**src/rtl/bsg_link_upstream_sched.sv**
```systemverilog
// bsg_link_upstream_sched
//
// Credit-based round-robin scheduler that feeds the upstream DDR link.
// Several core-side requesters compete for one registered output word.
// A word is issued only while a downstream credit is available, and token
// pulses from the credit-return path replenish the credits.
//
// Ports
//   clk_i          core clock
//   reset_n_i      asynchronous active-low reset
//   req_v_i        per-requester valid
//   req_data_i     requester words, requester i at [i*width_p +: width_p]
//   req_yumi_o     one-hot accept pulse (combinational)
//   link_v_o       registered valid toward the link
//   link_data_o    registered data word
//   link_src_o     index of the requester whose word is held
//   link_ready_i   link accepts the held word
//   token_i        single-cycle credit token pulse (already synchronized)
//   credits_o      current credit count
//   credit_err_o   sticky credit-overflow flag
//   idle_o         no word held and all credits home
//
// Output stage FSM
//   state    | meaning
//   ST_EMPTY | no word held, link_v_o = 0
//   ST_FULL  | word held in link_data_o/link_src_o, link_v_o = 1

module bsg_link_upstream_sched #(
    parameter  int num_req_p       = 2,
    parameter  int width_p         = 64,
    parameter  int credits_p       = 16,
    parameter  int token_credits_p = 8,
    localparam int src_w_lp        = $clog2(num_req_p),
    localparam int cred_w_lp       = $clog2(credits_p + 1)
) (
    input  logic                         clk_i,
    input  logic                         reset_n_i,
    input  logic [num_req_p-1:0]         req_v_i,
    input  logic [num_req_p*width_p-1:0] req_data_i,
    output logic [num_req_p-1:0]         req_yumi_o,
    output logic                         link_v_o,
    output logic [width_p-1:0]           link_data_o,
    output logic [src_w_lp-1:0]          link_src_o,
    input  logic                         link_ready_i,
    input  logic                         token_i,
    output logic [cred_w_lp-1:0]         credits_o,
    output logic                         credit_err_o,
    output logic                         idle_o
);

    typedef enum logic {
        ST_EMPTY = 1'b0,
        ST_FULL  = 1'b1
    } state_e;

    // Credit arithmetic carries one guard bit so token overflow is visible.
    localparam logic [cred_w_lp:0]   cred_max_lp  = (cred_w_lp+1)'(credits_p);
    localparam logic [cred_w_lp:0]   cred_tok_lp  = (cred_w_lp+1)'(token_credits_p);
    localparam logic [cred_w_lp-1:0] cred_full_lp = cred_w_lp'(credits_p);

    state_e                 state_r, state_n;
    logic [src_w_lp-1:0]    last_r;
    logic [width_p-1:0]     data_r;
    logic [src_w_lp-1:0]    src_r;
    logic [cred_w_lp-1:0]   credits_r;
    logic                   credit_err_r;

    logic [src_w_lp-1:0]    winner;
    logic [src_w_lp-1:0]    idx;
    logic                   any_v;
    logic                   can_load;
    logic                   load;
    logic [cred_w_lp:0]     cred_sum;
    logic                   cred_over;
    logic [cred_w_lp-1:0]   cred_n;

    // Round-robin search from last_r+1. Scanning from the farthest candidate
    // down to the nearest lets the nearest valid requester overwrite the rest.
    always_comb begin
        winner = last_r;
        any_v  = 1'b0;
        idx    = '0;
        for (int k = num_req_p; k >= 1; k--) begin
            idx = src_w_lp'((int'(last_r) + k) % num_req_p);
            if (req_v_i[idx]) begin
                winner = idx;
                any_v  = 1'b1;
            end
        end
    end

    // The stage can take a new word when empty, or when the held word leaves
    // this cycle (zero-bubble). Gating uses the registered credit count only.
    assign can_load = (state_r == ST_EMPTY) || link_ready_i;
    assign load     = reset_n_i && any_v && (credits_r != '0) && can_load;

    always_comb begin
        req_yumi_o = '0;
        if (load) begin
            req_yumi_o = num_req_p'(1) << winner;
        end
    end

    always_comb begin
        state_n = state_r;
        if (load) begin
            state_n = ST_FULL;
        end else if ((state_r == ST_FULL) && link_ready_i) begin
            state_n = ST_EMPTY;
        end
    end

    always_ff @(posedge clk_i or negedge reset_n_i) begin
        if (!reset_n_i) begin
            state_r <= ST_EMPTY;
        end else begin
            state_r <= state_n;
        end
    end

    always_ff @(posedge clk_i or negedge reset_n_i) begin
        if (!reset_n_i) begin
            data_r <= '0;
            src_r  <= '0;
            last_r <= src_w_lp'(num_req_p - 1);
        end else if (load) begin
            data_r <= req_data_i[winner*width_p +: width_p];
            src_r  <= winner;
            last_r <= winner;
        end
    end

    // Credits are spent at load; a token adds token_credits_p. Anything above
    // the ceiling is clamped and latched as an error.
    always_comb begin
        cred_sum  = {1'b0, credits_r} - (cred_w_lp+1)'(load)
                    + (token_i ? cred_tok_lp : '0);
        cred_over = (cred_sum > cred_max_lp);
        cred_n    = cred_over ? cred_full_lp : cred_sum[cred_w_lp-1:0];
    end

    always_ff @(posedge clk_i or negedge reset_n_i) begin
        if (!reset_n_i) begin
            credits_r    <= cred_full_lp;
            credit_err_r <= 1'b0;
        end else begin
            credits_r    <= cred_n;
            credit_err_r <= credit_err_r | cred_over;
        end
    end

    assign link_v_o     = (state_r == ST_FULL);
    assign link_data_o  = data_r;
    assign link_src_o   = src_r;
    assign credits_o    = credits_r;
    assign credit_err_o = credit_err_r;
    assign idle_o       = (state_r == ST_EMPTY) && (credits_r == cred_full_lp);

endmodule

```
**config.mk**
```make
export PLATFORM = sky130hd
export DESIGN_NAME = bsg_link_upstream_sched
export DESIGN_NICKNAME = d
export VERILOG_FILES = /design/src/rtl/bsg_link_upstream_sched.sv
export SDC_FILE = /design/constraint.sdc
export NUM_CORES = 1
export LEC_CHECK = 0
export BUFFER_PORTS_ARGS = -buffer_cell sky130_fd_sc_hd__buf_2
export CORE_MARGIN = 1
export CORE_UTILIZATION = 44
export CTS_CLUSTER_SIZE = 14
export DETAILED_ROUTE_END_ITERATION = 7
export PLACE_DENSITY = 0.81
export SLEW_MARGIN = 40
export SYNTH_ARGS = -nofsm -noshare
export SYNTH_HDL_FRONTEND = slang
export SYNTH_SLANG_ARGS = --single-unit
```
**constraint.sdc**
```tcl
create_clock -name clk_i -period 3.19 [get_ports clk_i]
set_clock_uncertainty 0.1 [all_clocks]
set_input_delay 0.638 -clock clk_i [delete_from_list [all_inputs] [get_ports clk_i]]
set_output_delay 0.638 -clock clk_i [all_outputs]
set_load 0.05 [all_outputs]
```
### Word level (Yosys, flattened, before mapping)

Cells that the tools add are included.
W data, S select, Z words.

| storage, ports and cells | value |
|---|---|
| bits in latches | 0 |
| memories | 0 |
| bits in writable memories | 0 |
| input port bits | 134 |
| output and inout bits | 75 |
| register bits after elaboration | 73 |
| ROM bits | 0 |
| word-level logic and storage cells | 39 |

| operators by class | value |
|---|---|
| div/mod/pow operators | 0 |
| bitwise gates (word level) | 2 |
| magnitude comparators | 3 |
| add/subtract/negate cells | 4 |
| equality and inequality tests | 1 |
| muxes and demuxes | 13 |
| reductions and logical operators | 8 |
| shift-type cells | 2 |
| $mul | 0 |

Operator list:

| kind | count |
|---|---|
| $shiftx A128 B8 Y64 | 1 |
| $mux W1 | 10 |
| $add A6 B4 Y6 | 1 |
| $gt A6 B5 Y1 const B | 1 |
| $sub A5 B1 Y6 | 1 |
| $eq A5 B5 Y1 const B | 1 |
| $logic_and A1 B1 Y1 | 5 |
| $mux W5 | 1 |
| $reduce_bool A5 Y1 | 1 |
| $lt A1 B2 Y1 const B | 2 |
| $mux W4 | 1 |
| $add A1 B1 Y1 const B | 2 |
| $mux W2 | 1 |
| $reduce_bool A2 Y1 | 1 |
| $shl A1 B1 Y2 const A | 1 |
| $logic_or A1 B1 Y1 | 1 |
| $not A1 Y1 | 1 |
| $or A1 B1 Y1 | 1 |

### Logic depth before layout (Yosys ltp)

| logic depth | value |
|---|---|
| depth after elaboration | 12 |
| mapped depth | 12 |
| mapped depth without buffers | 11 |

### Worst setup path before layout

Ideal clock, no wire load.

| timing | value |
|---|---|
| kind | flip-flop to flip-flop |
| start | register credits_r[3] (netlist: credits_o[3]) |
| end | register credit_err_r (netlist: credit_err_o) |
| buffers on the path | 1 |
| required time | 2966 ps |
| arrival time | 2869 ps |
| setup slack | 97 ps |
| stages on the path, launching flop included | 12 |
| period minus slack after synthesis | 3093 ps |
| setup time | 124 ps |
| cell sequence | dfrtp_1 or4_4 o2111ai_4 buf_6 inv_1 ha_1 inv_1 ha_1 fa_1 inv_1 nand4_1 a211o_1 |

| on the way | value |
|---|---|
| word-level cells in the longest chain between the ends | 7 |

Ends and longest elaborated chain:

| what | RTL line | text |
|---|---|---|
| start, declared | 65 | `logic [cred_w_lp-1:0] credits_r;` |
| start signal, assigned | 144 | `credits_r <= cred_full_lp;` |
| start signal, assigned | 147 | `credits_r <= cred_n;` |
| $reduce_bool A5 Y1 | 95 | `assign load = reset_n_i && any_v && (credits_r != '0) && can_load;` |
| $logic_and A1 B1 Y1 (2 in series) | 95 |  |
| via load | 72 | `logic load;` |
| $sub A5 B1 Y6 | 136 | `cred_sum = {1'b0, credits_r} - (cred_w_lp+1)'(load)` |
| $add A6 B4 Y6 | 137 | `+ (token_i ? cred_tok_lp : '0);` |
| $gt A6 B5 Y1 | 138 | `cred_over = (cred_sum > cred_max_lp);` |
| $or A1 B1 Y1 | 148 | `credit_err_r <= credit_err_r \| cred_over;` |
| end signal, assigned | 148 |  |
| end, declared | 66 | `logic credit_err_r;` |

The timed path passes the listed nets, and every way through them passes these cells.
A chain may end at the register's enable or synchronous reset.

### Worst setup path after layout

| timing | value |
|---|---|
| start | register credits_r[1] (netlist: credits_o[1]) |
| end | register credit_err_r (netlist: credit_err_o) |

The elaborated chain is that of the path after synthesis.

==> results.py <==
metrics = {
    "yosys": {
        "yosys-top-cells-area": "dfrtp_1 (50%), mux2i_1 (18%), o21ai_0 (7.4%)",
        "avgSynthCellArea_um2": 10.5,
        "ys_types": 28,
        "ys_warn_count": 0,
        "synth_top_cell_by_area": "dfrtp_1",
        "synth_edf_count": 0,
        "ys_seq_area_frac": 0.518,
        "yosys_register_bits": 73,
        "synthCells": 336,
        "netlist_area_mm2": 0.00353,
        "yosysTopAreaCellShare": 0.503,
        "synth_nets": 477,
        "synthArstFlopShare": 1.00,
        "ys.flop_type": "dfrtp_1",
    },
    "detailed_routing": {
        "vias": 3101,
        "drt_pass1_iterations": 4,
        "postRouteAntennaNets": 0,
        "drcViolationCount": 0,
        "drtIter0Drc": 91,
        "wire_per_inst_um": 12.9,
        "drt-vias-per-instance": 4.80,
        "wl_mm": 8.32,
    },
    "timing": {
        "period_minus_slack_ns": 2.87,
        "max_freq_ghz": 0.348,
        "relSlewSlack": 0.488,
        "setup_viol": 0,
        "maxSlewViolCount": 0,
        "worstMarginPinSlew_ns": 0.767,
        "period_share": 0.900,
        "rsz0062_at_grt": "no",
        "fin_tns_setup_ns": 0,
        "final_hold_viol_count": 0,
    },
    "setup_path": {
        "worstSetupPathType": "reg -> reg",
        "worstPathCellList": "or4_4, o2111ai_4, inv_1, ha_1, inv_1, ha_1, fa_1, inv_1, nand4_1, a211o_1",
        "worstSetupStartpointType": "flip-flop",
        "timing.rr.start": "credits_o[1]",
        "cpPeakStageDelay_ns": 0.55,
        "reg2reg_to": "credit_err_o",
        "reg2reg_slack_ns": 0.32,
        "cp_common_cell": "inv_1",
        "cp_top_family": "adder cells",
        "end_kind": "flip-flop",
        "critPathArrivalTime_ns": 2.99,
        "crit_slowest_cell": "or4_4",
        "cp.required_ns": 3.30,
        "worst-path-buf-inv": 3,
        "cp_max_fo": 5,
        "rr_worst_depth": 10,
    },
    "floorplanning": {
        "ios": 209,
        "start_util": 0.457,
        "die_area_mm2": 0.00839,
        "rows": 32,
        "die_w_um": 91.6,
        "core_area_mm2": 0.00773,
        "dieHeight_um": 91.6,
    },
    "placed_design": {
        "place_congestion": 0.744,
        "hpwl_mm": 6.38,
        "port_buffers": 208,
    },
    "power": {
        "p_switching_mw": 2.89,
        "powerDensity_mw_per_mm2": 1130,
        "power_frac_seq": 0.294,
        "switching_share": 0.537,
        "ir_drop_uv": 503,
        "power_mw": 5.39,
        "power.static_leakage_nw": 2.65,
        "p_int_mw": 2.49,
        "p_comb_frac": 0.588,
        "clock_power_share": 0.119,
    },
    "clocking": {
        "cts_buffers": 9,
        "clock-sinks": 73,
        "cts_buffer_depth": 2,
        "clock_latency_ns": 0.34,
        "post_cts_resized": 0,
        "ctsHoldBuffers": 0,
        "cts_tree": "done",
        "ctsHtreeMaxLevel": 3,
        "cts_setup_buffers": 0,
        "cts_root_buf": "clkbuf_8",
        "clkTransAtPathRegs_ns": 0.08,
    },
    "cells_and_area": {
        "nets": 680,
        "fillers": 695,
        "layout-drive-gt1-share": 0.432,
        "area_growth_syn_to_layout_pct": 35.3,
        "diodes": 0,
    },
    "grt": {
        "overflow": 0,
        "grt_pass1_vias": 2905,
        "grt_pass1_wl_mm": 13.3,
        "antenna_found_initial": 0,
        "grt_use_total": 0.203,
        "grt_start_max_net_pins": 131,
    },
    "status": {
        "status": "completed",
    },
    "min_path": {
        "worstHoldPathType": "in -> async",
    },
    "run": {
        "maxCapViolations": 0,
    },
}
power groups by stage:
stage	Clock [mW]	Sequential (mW)	Combinational (mW)
2_1_floorplan	0	3.04	1.01
3_3_place_gp	0	1.58	3.12
3_5_place_dp	0	1.60	3.20
4_1_cts	0.667	1.59	3.19
5_1_grt	0.702	1.64	3.37
6_report	0.639	1.58	3.17
logic make-up (layout without fill, tap and decap cells):
logic type	after synthesis	in the layout	share of synthesized area
flip-flops	73	73	0.518
AO/OA/AOI/OAI	75	75	0.120
adder cells (fa/ha/maj)	7	7	0.0269
XOR/XNOR	1	1	0.00248
buffers and inverters	33	241	0.0559
multiplexers	64	64	0.181
AND/OR/NAND/NOR	83	83	0.0956
how the worst max path moves through the flow:
stage	startpoint	endpoint	slack [ns]	depth (start not counted)
after floorplan	credits_o[3]	credit_err_o	0.1	11
after global placement	req_v_i[1]	credits_o[3]	0.36	12
final	credits_o[1]	credit_err_o	0.32	10
after global routing	credits_o[1]	credit_err_o	0.20	10
after detailed placement	req_v_i[1]	credits_o[1]	0.22	12
after CTS	credits_o[1]	credit_err_o	0.31	10
area by class of cell:
class | instances | area (um2) | share of cell area
multi-input combinational | 230 | 1520 | 0.317
sequential | 73 | 1830 | 0.383
tap | 102 | 128 | 0.0267
clock buffer | 13 | 159 | 0.0332
timing repair buffer | 213 | 1090 | 0.228
inverter | 12 | 45.0 | 0.00942
clock inverter | 3 | 15.0 | 0.00314
synthesized netlist by cell type (3+ instances only):
cell type and instances:
nor2_1 7, inv_1 12, mux2i_1 64, buf_6 9, dfrtp_1 71, o21ai_1 13, buf_2 5, nand2_1 67
clkbuf_1 7, o21ai_0 52, a21o_1 3, ha_1 6
per-stage QoR:
step	util	hold slack, ns	setup WS (ns)	cell area [um2]	std cells
CTS	0.619	0.360	0.314	4780	646
global route	0.619	0.388	0.197	4780	646
floorplan	-	0.242	0.0973	3530	336
global placement	0.595	0.358	0.364	4600	630
detailed placement	0.596	0.364	0.219	4610	630
finish	0.619	0.344	0.319	4780	646
flip-flops by register name, indices dropped and copies added (netlist names):
| name | count |
|---|---|
| credit_err_o | 1 |
| credits_o | 5 |
| last_r | 1 |
| link_data_o | 64 |
| link_src_o | 1 |
| link_v_o | 1 |
per-layer routing:
layer,up-vias,share of wire,global-route usage
li1,1556,-,-
met1,1403,0.40,0.233
met2,130,0.52,0.367
met3,12,0.061,0.0373
met4,0,0.016,0.0873
met5,-,0,0
layout by cell type (no fill, tap or decap), types with 2 or more instances in the layout:
| master | n |
|---|---|
| buf_2 | 207 |
| clkbuf_8 | 11 |
| o21ai_1 | 12 |
| nor2_1 | 7 |
| nand2_1 | 67 |
| buf_4 | 4 |
| dfrtp_1 | 71 |
| a211o_1 | 2 |
| dfstp_2 | 2 |
| o21ai_0 | 52 |
| mux2i_1 | 64 |
| inv_1 | 12 |
| clkbuf_1 | 2 |
| buf_6 | 2 |
| ha_1 | 6 |
| clkinv_2 | 3 |
| o211ai_1 | 2 |
| or2_2 | 2 |
| a21o_1 | 3 |
No activity file was read; power rests on OpenSTA's default activity.
